### src/rtl/painel_advertencia.sv
// -----------------------------------------------------------------------------
// painel_advertencia
// Dashboard-side driver for the seat-belt warning request. The request is
// debounced by a consecutive-sample filter; once accepted, the lamp blinks with
// a fixed half-period and the chime sounds for a fixed number of cycles. Each
// accepted alert increments a saturating episode counter.
//
// Ports
//   clk              in   1  clock, rising edge
//   rst_n            in   1  asynchronous active-low reset
//   luz_req          in   1  warning request, synchronous to clk
//   lampada          out  1  warning lamp, registered
//   buzina           out  1  chime, registered
//   estado           out  2  FSM state (0 OCIOSO, 1 FILTRO, 2 ALERTA, 3 PISCA)
//   contagem_alertas out  8  alert episodes, saturating at 255
// -----------------------------------------------------------------------------
module painel_advertencia #(
  parameter int FILTRO_CYC = 3,
  parameter int PISCA_MEIO = 4,
  parameter int BUZINA_CYC = 10
) (
  input  logic       clk,
  input  logic       rst_n,
  input  logic       luz_req,
  output logic       lampada,
  output logic       buzina,
  output logic [1:0] estado,
  output logic [7:0] contagem_alertas
);

  localparam int FW = $clog2(FILTRO_CYC) + 1;
  localparam int PW = $clog2(PISCA_MEIO) + 1;
  localparam int BW = $clog2(BUZINA_CYC) + 1;

  // Terminal values: the counter reaching these on an edge means the
  // corresponding interval ends on that edge.
  localparam logic [FW-1:0] FILT_LAST  = FW'(FILTRO_CYC - 1);
  localparam logic [PW-1:0] PISCA_LAST = PW'(PISCA_MEIO - 1);
  localparam logic [BW-1:0] BUZ_LAST   = BW'(BUZINA_CYC - 1);

  typedef enum logic [1:0] {
    OCIOSO = 2'd0,
    FILTRO = 2'd1,
    ALERTA = 2'd2,
    PISCA  = 2'd3
  } estado_t;

  estado_t       estado_r, estado_nx_s;
  logic [FW-1:0] filt_r, filt_nx_s;
  logic [PW-1:0] pisca_r, pisca_nx_s;
  logic [BW-1:0] buz_cnt_r, buz_cnt_nx_s;
  logic          lamp_r, lamp_nx_s;
  logic          buz_r, buz_nx_s;
  logic [7:0]    cont_r, cont_nx_s, cont_inc_s;

  // Saturating increment of the episode counter.
  always_comb begin
    if (cont_r == 8'hFF) begin
      cont_inc_s = cont_r;
    end else begin
      cont_inc_s = cont_r + 8'd1;
    end
  end

  // Next-state and next-output logic. Defaults describe OCIOSO (everything
  // cleared), so every path back to idle clears all interval counters.
  always_comb begin
    estado_nx_s  = OCIOSO;
    filt_nx_s    = {FW{1'b0}};
    pisca_nx_s   = {PW{1'b0}};
    buz_cnt_nx_s = {BW{1'b0}};
    lamp_nx_s    = 1'b0;
    buz_nx_s     = 1'b0;
    cont_nx_s    = cont_r;

    case (estado_r)
      OCIOSO: begin
        if (luz_req) begin
          if (FILT_LAST == {FW{1'b0}}) begin
            // Single-sample filter: first high sample starts the alert.
            estado_nx_s = ALERTA;
            lamp_nx_s   = 1'b1;
            buz_nx_s    = 1'b1;
            cont_nx_s   = cont_inc_s;
          end else begin
            estado_nx_s = FILTRO;
            filt_nx_s   = FW'(1);
          end
        end else begin
          estado_nx_s = OCIOSO;
        end
      end

      FILTRO: begin
        if (!luz_req) begin
          estado_nx_s = OCIOSO;
        end else if (filt_r == FILT_LAST) begin
          // This edge carries the last required consecutive sample.
          estado_nx_s = ALERTA;
          lamp_nx_s   = 1'b1;
          buz_nx_s    = 1'b1;
          cont_nx_s   = cont_inc_s;
        end else begin
          estado_nx_s = FILTRO;
          filt_nx_s   = filt_r + FW'(1);
        end
      end

      ALERTA, PISCA: begin
        if (!luz_req) begin
          // A dropped request beats any expiry happening on the same edge.
          estado_nx_s = OCIOSO;
        end else begin
          // Blink phase runs continuously across ALERTA -> PISCA.
          if (pisca_r == PISCA_LAST) begin
            lamp_nx_s  = ~lamp_r;
            pisca_nx_s = {PW{1'b0}};
          end else begin
            lamp_nx_s  = lamp_r;
            pisca_nx_s = pisca_r + PW'(1);
          end
          if (estado_r == PISCA) begin
            estado_nx_s = PISCA;
          end else if (buz_cnt_r == BUZ_LAST) begin
            estado_nx_s = PISCA;
          end else begin
            estado_nx_s  = ALERTA;
            buz_nx_s     = 1'b1;
            buz_cnt_nx_s = buz_cnt_r + BW'(1);
          end
        end
      end

      default: begin
        estado_nx_s = OCIOSO;
      end
    endcase
  end

  // State, counters and registered outputs.
  always_ff @(posedge clk or negedge rst_n) begin
    if (!rst_n) begin
      estado_r  <= OCIOSO;
      filt_r    <= {FW{1'b0}};
      pisca_r   <= {PW{1'b0}};
      buz_cnt_r <= {BW{1'b0}};
      lamp_r    <= 1'b0;
      buz_r     <= 1'b0;
      cont_r    <= 8'd0;
    end else begin
      estado_r  <= estado_nx_s;
      filt_r    <= filt_nx_s;
      pisca_r   <= pisca_nx_s;
      buz_cnt_r <= buz_cnt_nx_s;
      lamp_r    <= lamp_nx_s;
      buz_r     <= buz_nx_s;
      cont_r    <= cont_nx_s;
    end
  end

  assign lampada          = lamp_r;
  assign buzina           = buz_r;
  assign estado           = estado_r;
  assign contagem_alertas = cont_r;

endmodule

### config.mk
export PLATFORM = sky130hd
export DESIGN_NAME = painel_advertencia
export DESIGN_NICKNAME = d
export VERILOG_FILES = /design/src/rtl/painel_advertencia.sv
export SDC_FILE = /design/constraint.sdc
export NUM_CORES = 1
export LEC_CHECK = 0
export BUFFER_PORTS_ARGS = -buffer_cell sky130_fd_sc_hd__buf_2
export CORE_ASPECT_RATIO = 1.2
export CORE_UTILIZATION = 53
export DETAILED_ROUTE_END_ITERATION = 7
export GPL_ROUTABILITY_DRIVEN = 1
export PLACE_DENSITY = 0.75
export SYNTH_ARGS = -nofsm -noshare
export SYNTH_HDL_FRONTEND = slang
export SYNTH_SLANG_ARGS = --single-unit
### constraint.sdc
create_clock -name clk -period 1.8 [get_ports clk]
set_input_delay 0.27 -clock clk [delete_from_list [all_inputs] [get_ports clk]]
set_output_delay 0.27 -clock clk [all_outputs]
set_load 0.01 [all_outputs]
======== Yosys cells after proc, flatten, opt, wreduce, memory -nomap -nowiden ========
Cells that the tools add are included.
storage, ports and cells
  register bits ........................... 23
  bits of input ports ..................... 3
  output and inout port bits .............. 12
  logic and storage cells ................. 51
cells by class
  add/sub/neg operators ................... 4
  equality and inequality tests ........... 8
  multiplexer cells ....................... 27
  bitwise logic cells ..................... 2
  reduce and logical (&&, ||, !) cells .... 3
operator list
  kind                 count
  $mux 5               4
  $mux 3               5
  $mux 1               11
  $add 8x1->8 const B  1
  $eq 8x8->1 const B   1
  $add 3x1->3 const B  2
  $eq 3x2->1 const B   2
  $mux 2               3
  $pmux 2 s3           1
  $pmux 3 s2           1
  $add 5x1->5 const B  1
  $eq 5x4->1 const B   1
  $eq 2x2->1 const B   2
  $pmux 1 s2           2
  $reduce_and 4->1     1
  $ne 3x3->1 const B   1
  $eq 2x1->1 const B   1
  $logic_not 2->1      1
  $not 1->1            2
  $reduce_or 2->1      1

======== Longest topological paths before layout ========
Gate-level depths: netlist of the first run.
  word-level depth ........................ 5
  depth in mapped cells ................... 6
  gate-level depth less buffers ........... 6

======== Worst setup path after synthesis of the first run ========
No wires, ideal clock.
  path kind ............................... flip-flop to flip-flop
  from .................................... reg cont_r[0], in the netlist contagem_alertas[0]
  to ...................................... reg cont_r[1], in the netlist contagem_alertas[1]
  setup time .............................. 128 ps
  arrival time ............................ 1353 ps
  data required time ...................... 1672 ps
  setup slack ............................. 319 ps
  cell stages (with the launch flop) ...... 5
  path buffers ............................ 0
  clock period less this slack ............ 1481 ps
  cells stage by stage .................... dfrtp_1 ha_1 nand3_1 o211ai_4 mux2_1
on the way
  longest elaborated chain between the ends .. 3
  elaborated cells between the ends (all ways) .. 4
  those cells by class .................... 1 x add/sub; 1 x eq/ne; 1 x bitwise; 1 x reduce/logical
ends and longest elaborated chain
  what                                                                 RTL line  RTL
  start, declared                                                      54        logic [7:0] cont_r, cont_nx_s, cont_inc_s;
  start signal, assigned                                               157       cont_r <= cont_nx_s;
  parallel branches: the longest is 3 deep, another holds $add 8x1->8  n/a
Several ways; the timed one is not identified.
A chain may end at the register's enable or synchronous reset.

======== Worst setup path after layout of the first run ========
  from .................................... reg filt_r[0]
  to ...................................... reg cont_r[7], in the netlist contagem_alertas[7]
on the way
  longest elaborated chain between the ends .. 2
ends and longest elaborated chain
  what                        RTL line  RTL
  start, declared             49        logic [FW-1:0] filt_r, filt_nx_s;
  start signal, assigned      144       filt_r <= {FW{1'b0}};
  start signal, assigned      152       filt_r <= filt_nx_s;
  $eq 3x2->1                  97        end else if (filt_r == FILT_LAST) begin
  $reduce_and 4->1 (no line)  n/a
Every way passes these cells.

==> results of run 1 <==
[state kept, by name, summed over array words and instances, names as in the netlist]
register,flops
contagem_alertas,8
filt_r,3
pisca_r,3
buzina,1
estado,2
buz_cnt_r,5
lampada,1
[through the flow]
| step | cell area (um2) | utilization (%) | setup WS [ns] | std cells | power (uW) |
|---|---|---|---|---|---|
| after global placement | 1150 | 62.2 | 0.327 | 124 | 664 |
| after CTS | 1190 | 64.2 | 0.271 | 129 | 904 |
| after floorplan | 1060 | - | 0.319 | 91 | 625 |
| final | 1190 | 64.2 | 0.279 | 129 | 887 |
| after detailed placement | 1150 | 62.2 | 0.282 | 124 | 672 |
| after global routing | 1190 | 64.2 | 0.171 | 129 | 927 |
[logic make-up (layout without fill, tap and decap cells)]
| group | after synthesis | in the layout |
|---|---|---|
| flip-flops | 23 | 23 |
| buffers and inverters | 3 | 22 |
| AND/OR/NAND/NOR | 39 | 39 |
| adder cells (fa/ha/maj) | 4 | 4 |
| AO/OA/AOI/OAI | 9 | 9 |
| multiplexers | 3 | 3 |
| XOR/XNOR | 10 | 10 |
[timing repair]
action | CTS | global route
hold endpoints to repair | 23 | 0
gates resized for setup | 0 | 0
hold buffers | 1 | 0
[area by class of cell]
cell class	count	area [um2]	share of cell area [%]
well taps	19	23.8	2.00
repair buffers	15	80.1	6.74
clock inverters	1	5.00	0.421
clock buffers	3	22.5	1.89
flip-flops and latches	23	576	48.4
inverters	3	11.3	0.947
multi-input cells	65	470	39.6
[per-layer routing]
metal	up-vias	track usage [%]	wire [um]
met5	-	0	0
met4	0	7.81	16
met3	2	2.47	54
met2	13	31.1	846
met1	332	20.0	735
li1	351	-	-
[report_power, final]
group | internal, uW | switching [uW]
sequential | 540 | 30.6
combinational | 43.0 | 48.2
clock | 82.6 | 142
[worst max-delay path by stage]
stage / cells after the start / to / slack, ns / start
after detailed placement: 4 / contagem_alertas[7] / 0.28 / filt_r[0]
after floorplan: 4 / contagem_alertas[1] / 0.32 / contagem_alertas[0]
after global placement: 4 / contagem_alertas[7] / 0.33 / filt_r[0]
after CTS: 4 / contagem_alertas[7] / 0.27 / filt_r[0]
final: 4 / contagem_alertas[7] / 0.28 / filt_r[0]
after global routing: 4 / contagem_alertas[1] / 0.17 / contagem_alertas[0]
[placed cells by master, fill, tap and decap left out, types with 2 or more instances in the layout]
cell type,n
and2_1,2
buf_2,14
clkbuf_4,3
dfrtp_1,23
ha_1,4
inv_1,3
mux2_1,2
nand2_1,6
nand3_1,6
nand4_1,3
nor2_1,8
nor2b_1,2
nor3_2,2
nor3b_1,2
o21ai_0,4
xnor2_1,5
xor2_1,5
==> flow_summary.ini, run 1 <==
[final_layout]
nets = 118
drive_gt1_share_pct = 22.7
n_fill_cell = 160
diodes = 0
area_delta_synth_final_pct = 12.4

[clock_tree]
cts_root_buffer = clkbuf_4
clockBufferDepth = 2
cts_setup_buffers = 0
clkTransAtPathRegs_ns = 0.12
htree_levels = 1
cts_tree = built
cts_sinks = 23
cts_made_buffers = 3
worstSkewPairLatency_ns = 0.29

[drt]
drc = 0
dr.first_iter.drc_count = 4
routed_wl_mm = 1.65
routedWlPerCell_um = 12.8
ant_nets = 0
drt-pass1-iter-count = 4
viasPerCell = 5.41
via_count = 698

[setup_path]
r2r_slack_ns = 0.28
crit_arrival_ns = 1.71
crit_chain = and4bb_4, nand2_2, nor3_2, mux2_1
crit_required_ns = 1.99
path_class = reg2reg
path_max_fanout = 6
end_kind = register
critPathBufInv = 0
timing.rr.start = filt_r[0]
critical-path-max-stage-delay_ns = 0.42
r2r-end = contagem_alertas[7]
critPathSlowestCell = dfrtp_1
path_delay_family = simple AND/OR/NAND/NOR gates
reg2reg_depth = 4
crit_path_start_kind = register

[global_routing]
grt_pass1_wl_mm = 2.84
grt_max_degree = 24
antenna_found_initial = 0
track_usage_pct = 17.3
grt_pass1_vias = 707
grt_remaining_overflow = 0

[yosys]
syn-num-nets = 98
yosysTopAreaCellShare_pct = 54.4
ys_seq_elements = 23
seq_area_frac_synth_pct = 54.4
synth_xor_xnor_area_share_pct = 8.28
synth_common_cells = 23 x dfrtp_1, 8 x nor2_1, 6 x nand2_1, 6 x nand3_1
synth_ff_type = dfrtp_1
yosysMostFrequentCell = dfrtp_1
synth_edf_count = 0
yosysUniqueCellTypes = 29
synthMuxAreaShare_pct = 3.20
synth_area_leaders = dfrtp_1 54%, ha_1 4.7%, xnor2_1 4.1%, xor2_1 4.1%, nand3_1 2.8%
synth_top_family_by_area = simple AND/OR/NAND/NOR gates
syn-instance-count = 91
yosys.area_share.simple_pct = 21.7
yosysTopAreaCell = dfrtp_1
syn_area_um2 = 1060
yosysWarnings = 0
synth_compound_area_share_pct = 6.63
syn_area_per_cell_um2 = 11.6
synth-async-reset-ratio_pct = 100
synthAdderAreaFrac_pct = 4.73

[run]
maxCapViolCount = 0

[power_and_ir_drop]
ir_drop_v = 0.000481
p_leak_uw = 0.000572
cellPowerDensity_nw_per_um2 = 746

[floorplan]
die_w_um = 42.8
start_util_pct = 57.1
die_area_um2 = 2180
rows = 17
io_pins = 15
core_area_um2 = 1850
die_height_um = 50.9

[timing]
timing.fmax_mhz = 657
tightest_slew_ns = 0.495
setup_viol = 0
hold_viol_final = 0
setup_tns_ns = 0
drv_slew = 0
max_slew_margin_pct = 67.0
period_share_pct = 84.5
fin_skew_ns = 0.00191
grt_setup_unrepaired = false
layout_min_cycle_time_ns = 1.52
holdWs_ns = 0.215

[worst_hold_path]
min_path_type = in2reg
hold_path_end = estado[0]
worstHoldStart = luz_req
whs_path_depth = 2

[placed_design]
port_buffers = 14
gp_routability_congestion = 0.689
dpl.hpwl_mm = 1.25

[outcome]
status = finished, final reports clean
Note: power is estimated with default switching activity, not from simulation.
==> run 2, diff against run 1 <==
--- a/config.mk
+++ b/config.mk
@@ -5,12 +5,13 @@
 export SDC_FILE = /design/constraint.sdc
 export NUM_CORES = 1
 export LEC_CHECK = 0
+export ABC_AREA = 1
 export BUFFER_PORTS_ARGS = -buffer_cell sky130_fd_sc_hd__buf_2
 export CORE_ASPECT_RATIO = 1.2
 export CORE_UTILIZATION = 53
 export DETAILED_ROUTE_END_ITERATION = 7
 export GPL_ROUTABILITY_DRIVEN = 1
-export PLACE_DENSITY = 0.75
+export PLACE_DENSITY = 0.74
 export SYNTH_ARGS = -nofsm -noshare
 export SYNTH_HDL_FRONTEND = slang
 export SYNTH_SLANG_ARGS = --single-unit
==> constraint.sdc (replaced) <==
create_clock -name clk -period 1.43 [get_ports clk]
set_input_delay 0.2145 -clock clk [delete_from_list [all_inputs] [get_ports clk]]
set_output_delay 0.2145 -clock clk [all_outputs]
set_load 0.01 [all_outputs]
==> run 2 against run 1 <==
Compared with the run above:
- the flow now finishes with violations (DRC)
- worst setup slack worse by 0.19 ns
- routed wire length is 12% higher
- worst hold slack better by 0.044 ns
- sequential share of layout area is 2.7 points lower
- combinational power grew to 2.7 times the previous value
- maximum frequency is 14% higher
- critical path depth is 4 higher
- flip-flop and latch count stayed put
- non-clock buffer count is 2 higher
- utilization is 1.5 points higher
- cell count is 33% higher
- sequential power is 33% higher
- critical path type unchanged
- critical endpoint unchanged
- highest routed layer unchanged
==> flow_summary.ini, run 2 <==
[outcome]
status = finished, violations left
violations = DRC

[global_routing]
grt_pass1_wl_mm = 3.30
grt_remaining_overflow = 0
track_usage_pct = 19.9
grt_max_degree = 24
grt_pass1_vias = 816
antenna_found_initial = 0

[timing]
hold_viol_final = 0
setup_viol = 0
max_slew_margin_pct = 67.0
tightest_slew_ns = 0.495
grt_setup_unrepaired = false
fin_skew_ns = 0.00318
drv_slew = 0
timing.fmax_mhz = 746
layout_min_cycle_time_ns = 1.34
setup_tns_ns = 0
period_share_pct = 93.7

[yosys]
synth_edf_count = 0
yosysTopAreaCellShare_pct = 51.8
synth_common_cells = 39 x nand2_1, 23 x dfrtp_1, 20 x nor2_1
synth_ff_type = dfrtp_1
yosysWarnings = 0
syn-num-nets = 138
synth-async-reset-ratio_pct = 100
synth_area_leaders = dfrtp_1 52%, nand2_1 13%, nor2_1 6.8%, ha_1 4.5%, nand3_1 4.5%
syn-instance-count = 131
yosysMostFrequentCell = nand2_1
ys_seq_elements = 23
yosysTopAreaCell = dfrtp_1
seq_area_frac_synth_pct = 51.8
syn_area_um2 = 1110
syn_area_per_cell_um2 = 8.48
yosysUniqueCellTypes = 20

[power_and_ir_drop]
internal_power_uw = 924
cellPowerDensity_nw_per_um2 = 1020
p_comb_share_pct = 19.3
swShare_pct = 28.3
ir_drop_v = 0.000673
p_clk_share_pct = 21.8
seqPwrFrac_pct = 58.9
p_leak_uw = 0.000653
p_sw_uw = 365

[final_layout]
diodes = 0
largest_reg_flops = 8
final_common_cell = nand2_1
multiInputGateArea_um2 = 487
final_util_pct = 65.8
nets = 160
regArea_um2 = 576
drive_gt1_share_pct = 17.8
area_delta_synth_final_pct = 13.3
n_fill_cell = 159
mostFrequentLayoutCells = 39 x nand2_1, 23 x dfrtp_1, 20 x nor2_1, 14 x buf_2, 12 x inv_1

[setup_path]
r2r_slack_ns = 0.09
timing.rr.start = contagem_alertas[1]
crit_arrival_ns = 1.54
crit_path_start_kind = register
reg2reg_depth = 8
path_max_fanout = 9
critPathSlowestCell = dfrtp_1
path_class = reg2reg
critical-path-max-stage-delay_ns = 0.43
crit_top_cell = nand2_1
r2r-end = contagem_alertas[7]
end_kind = register
crit_required_ns = 1.63
critPathCapture = contagem_alertas[7]
crit_start = contagem_alertas[1]
crit_chain = ha_2, inv_1, nor2_2, nand2_2, nand2_4, inv_4, nand2_1, nand2_1

[placed_design]
dpl.hpwl_mm = 1.42
gp_routability_congestion = 0.752
port_buffers = 14

[run]
maxCapViolCount = 0

[floorplan]
rows = 17
die_area_um2 = 2280
die_w_um = 43.8
die_height_um = 52.2
io_pins = 15
core_area_um2 = 1910
start_util_pct = 58.0

[clock_tree]
cts_made_buffers = 3
htree_levels = 1
clkTransAtPathRegs_ns = 0.11
cts_root_buffer = clkbuf_4
worstSkewPairLatency_ns = 0.30
cts_sinks = 23
cts_tree = built
clockBufferDepth = 2

[drt]
via_count = 865
routedWlPerCell_um = 10.9
drt-pass1-iter-count = 6
routed_wl_mm = 1.86
ant_nets = 0
dr.first_iter.drc_count = 11
drc = 2
viasPerCell = 5.06

[worst_hold_path]
min_path_type = in2reg
worstHoldStart = luz_req
## run 2: kinds of logic after synthesis
logic type	share of synthesized area, %
buffers and inverters	4.62
xor gates and xnor gates	5.52
AOI/OAI and AO/OA	2.25
adders and majority gates	4.50
DFF	51.8
and+or+nand+nor	31.3
## run 2: cell type report
cell class                 instances  share of cell area [%]
timing repair buffer              17                    7.55
clock buffer                       4                    2.09
tap                               19                    1.89
sequential                        23                    45.7
inverter                          13                    4.08
multi-input combinational         95                    38.7
## run 2: what timing repair did
action,CTS,global route
endpoints found under the setup margin,0,6
hold buffers,1,0
gates resized for setup,0,1
buffers inserted,0,2
hold endpoints to repair,23,0
## run 2: routing by layer
layer	track usage (%)	vias up	routed length, um
met4	9.38	0	17
met5	0	-	0
met2	34.8	11	926
li1	-	453	-
met3	3.13	2	55
met1	23.5	399	857
## run 2: power by group through the flow
stage,logic (uW),registers [uW],clock network [uW]
floorplan,115,785,0
global placement,209,767,0
detailed placement,209,773,0
CTS,212,760,300
global route,285,766,318
finish,249,759,281
## run 2: through the flow
step                      total power (uW)  hold WS [ns]  area [um2]  setup WS [ns]  std cells
final                                 1290         0.259        1260         0.0899        171
after global routing                  1370         0.281        1260       0.000828        171
after CTS                             1270         0.243        1240         0.0709        169
after detailed placement               982         0.214        1200         0.0968        164
after global placement                 976         0.206        1200          0.143        164
after floorplan                        900       -0.0811        1110          0.155        131
## run 2: worst max-delay path, delay by kind of cell, from the launching register on
kind,cells,cell delay (ns)
adder cells (fa/ha/maj),1,0.22
buffers and inverters,2,0.11
flip-flops,1,0.43
AND/OR/NAND/NOR,5,0.50
## run 2: how the worst min path moves through the flow
stage | endpoint | depth (start not counted)
after floorplan | buz_cnt_r[0] | 0
after global placement | buz_cnt_r[2] | 1
after detailed placement | buz_cnt_r[4] | 1
after CTS | filt_r[0] | 3
after global routing | estado[0] | 3
final | filt_r[0] | 3
==> run 3, diff against run 2 <==
--- a/config.mk
+++ b/config.mk
@@ -7,7 +7,6 @@
 export LEC_CHECK = 0
 export ABC_AREA = 1
 export BUFFER_PORTS_ARGS = -buffer_cell sky130_fd_sc_hd__buf_2
-export CORE_ASPECT_RATIO = 1.2
 export CORE_UTILIZATION = 53
 export DETAILED_ROUTE_END_ITERATION = 7
 export GPL_ROUTABILITY_DRIVEN = 1
==> run 3 against run 2 <==
Compared with the run above:
- combinational power grew 4%
- worst setup slack got worse by 0.0013 ns
- global-route usage down 0.66 points
- register-to-register slack hardly changed
- the flow now finishes without violations
- routed wire length grew 3.4%
- worst hold slack got worse by 0.0033 ns
==> flow_summary.ini, run 3 (synthesis gave the netlist of run 2 again) <==
[floorplan]
io_pins = 15
die_w_um = 47.8
die_height_um = 47.8
start_util_pct = 56.6
core_area_um2 = 1960
die_area_um2 = 2280
rows = 16

[setup_path]
crit_arrival_ns = 1.54
crit_chain = ha_1, inv_1, nor2_2, nand2_2, nand2_4, inv_4, nand2_1, nand2_1
critPathSlowestCell = dfrtp_1
path_class = reg2reg
r2r_slack_ns = 0.09
crit_required_ns = 1.63
timing.rr.start = contagem_alertas[1]
crit_top_cell = nand2_1
crit_path_start_kind = register
end_kind = register
reg2reg_depth = 8
r2r-end = contagem_alertas[7]
path_max_fanout = 9
critical-path-max-stage-delay_ns = 0.42

[global_routing]
grt_remaining_overflow = 0
track_usage_pct = 19.3
antenna_found_initial = 0
grt_pass1_wl_mm = 3.04
grt_max_degree = 24
grt_pass1_vias = 774

[worst_hold_path]
worstHoldStart = luz_req
min_path_type = in2reg
hold_path_end = filt_r[0]
whs_path_depth = 3

[drt]
routed_wl_mm = 1.92
ant_nets = 0
dr.first_iter.drc_count = 9
drc = 0
viasPerCell = 5.02
via_count = 899
drt-pass1-iter-count = 4
routedWlPerCell_um = 10.7

[run]
maxCapViolCount = 0

[power_and_ir_drop]
cellPowerDensity_nw_per_um2 = 1030
swShare_pct = 29.1
internal_power_uw = 925
p_comb_share_pct = 19.8
p_leak_uw = 0.000655
ir_drop_v = 0.000667
p_sw_uw = 379
p_clk_share_pct = 22.5
seqPwrFrac_pct = 57.7

[timing]
grt_setup_unrepaired = false
period_share_pct = 93.8
drv_slew = 0
setup_tns_ns = 0
setup_viol = 0
max_slew_margin_pct = 67.3
timing.fmax_mhz = 745
holdWs_ns = 0.255
tightest_slew_ns = 0.491
layout_min_cycle_time_ns = 1.34
hold_viol_final = 0
fin_skew_ns = 0.00643

[clock_tree]
cts_sinks = 23
cts_root_buffer = clkbuf_4
htree_levels = 1
clkTransAtPathRegs_ns = 0.13
cts_resized = 0
clockBufferDepth = 2
worstSkewPairLatency_ns = 0.30
cts_tree = built
cts_made_buffers = 3

[placed_design]
dpl.hpwl_mm = 1.45
port_buffers = 14
gp_routability_congestion = 0.828

[final_layout]
nets = 160
area_delta_synth_final_pct = 14.0
drive_gt1_share_pct = 17.1
mostFrequentLayoutCells = 39 x nand2_1, 23 x dfrtp_1, 20 x nor2_1, 14 x buf_2, 12 x inv_1
largest_reg_flops = 8
diodes = 0
n_fill_cell = 194
final_common_cell = nand2_1

[outcome]
status = finished, final reports clean
run 3: cell types whose count changed in the layout (fill, tap and decap cells not counted):
cell,delta
ha_2,-1
ha_1,+1
run 3: how the worst max path moves through the flow:
stage | from | endpoint | slack (ns) | depth (start not counted)
CTS | contagem_alertas[0] | contagem_alertas[7] | 0.05 | 8
global placement | contagem_alertas[1] | contagem_alertas[7] | 0.16 | 8
finish | contagem_alertas[1] | contagem_alertas[7] | 0.09 | 8
global route | contagem_alertas[1] | contagem_alertas[7] | 0.02 | 8
detailed placement | contagem_alertas[0] | contagem_alertas[4] | 0.08 | 8
floorplan | contagem_alertas[1] | contagem_alertas[4] | 0.16 | 8
run 3: final cells by class:
class / instances / area [um2] / area share (%)
timing repair buffer: 17 / 95.1 / 7.51
sequential: 23 / 576 / 45.5
clock buffer: 4 / 26.3 / 2.08
inverter: 13 / 51.3 / 4.05
tap: 27 / 33.8 / 2.67
multi-input combinational: 95 / 484 / 38.2
run 3: timing repair:
action | CTS | global route
buffers inserted | 0 | 2
endpoints found under the hold margin | 23 | 0
hold buffers | 1 | 0
endpoints found under the setup margin | 0 | 3
run 3: power by group through the flow:
stage | Combinational, uW | Sequential (uW) | Clock [uW]
2_1_floorplan | 115 | 785 | 0
3_3_place_gp | 210 | 766 | 0
3_5_place_dp | 216 | 774 | 0
4_1_cts | 220 | 761 | 302
5_1_grt | 294 | 761 | 335
6_report | 258 | 753 | 293
run 3: critical path, delay by kind of cell, from the launching register on:
| family | cells | cell delay [ns] |
|---|---|---|
| flops | 1 | 0.42 |
| fa+ha+maj | 1 | 0.22 |
| simple gates | 5 | 0.47 |
| buf+inv | 2 | 0.13 |
run 3: through the flow:
step	cells	cell area, um2	power, uW	setup slack (ns)	utilization (%)
2_1_floorplan	131	1110	900	0.155	-
3_3_place_gp	172	1210	976	0.157	61.9
3_5_place_dp	172	1210	990	0.0770	61.9
4_1_cts	177	1250	1280	0.0535	63.8
5_1_grt	179	1270	1390	0.0228	64.5
6_report	179	1270	1300	0.0885	64.5
run 3: per-layer routing:
layer | global-route usage, % | wire length, um
met1 | 23.1 | 892
met2 | 34.6 | 965
met3 | 2.64 | 49
met4 | 7.78 | 12
met5 | 0 | 0
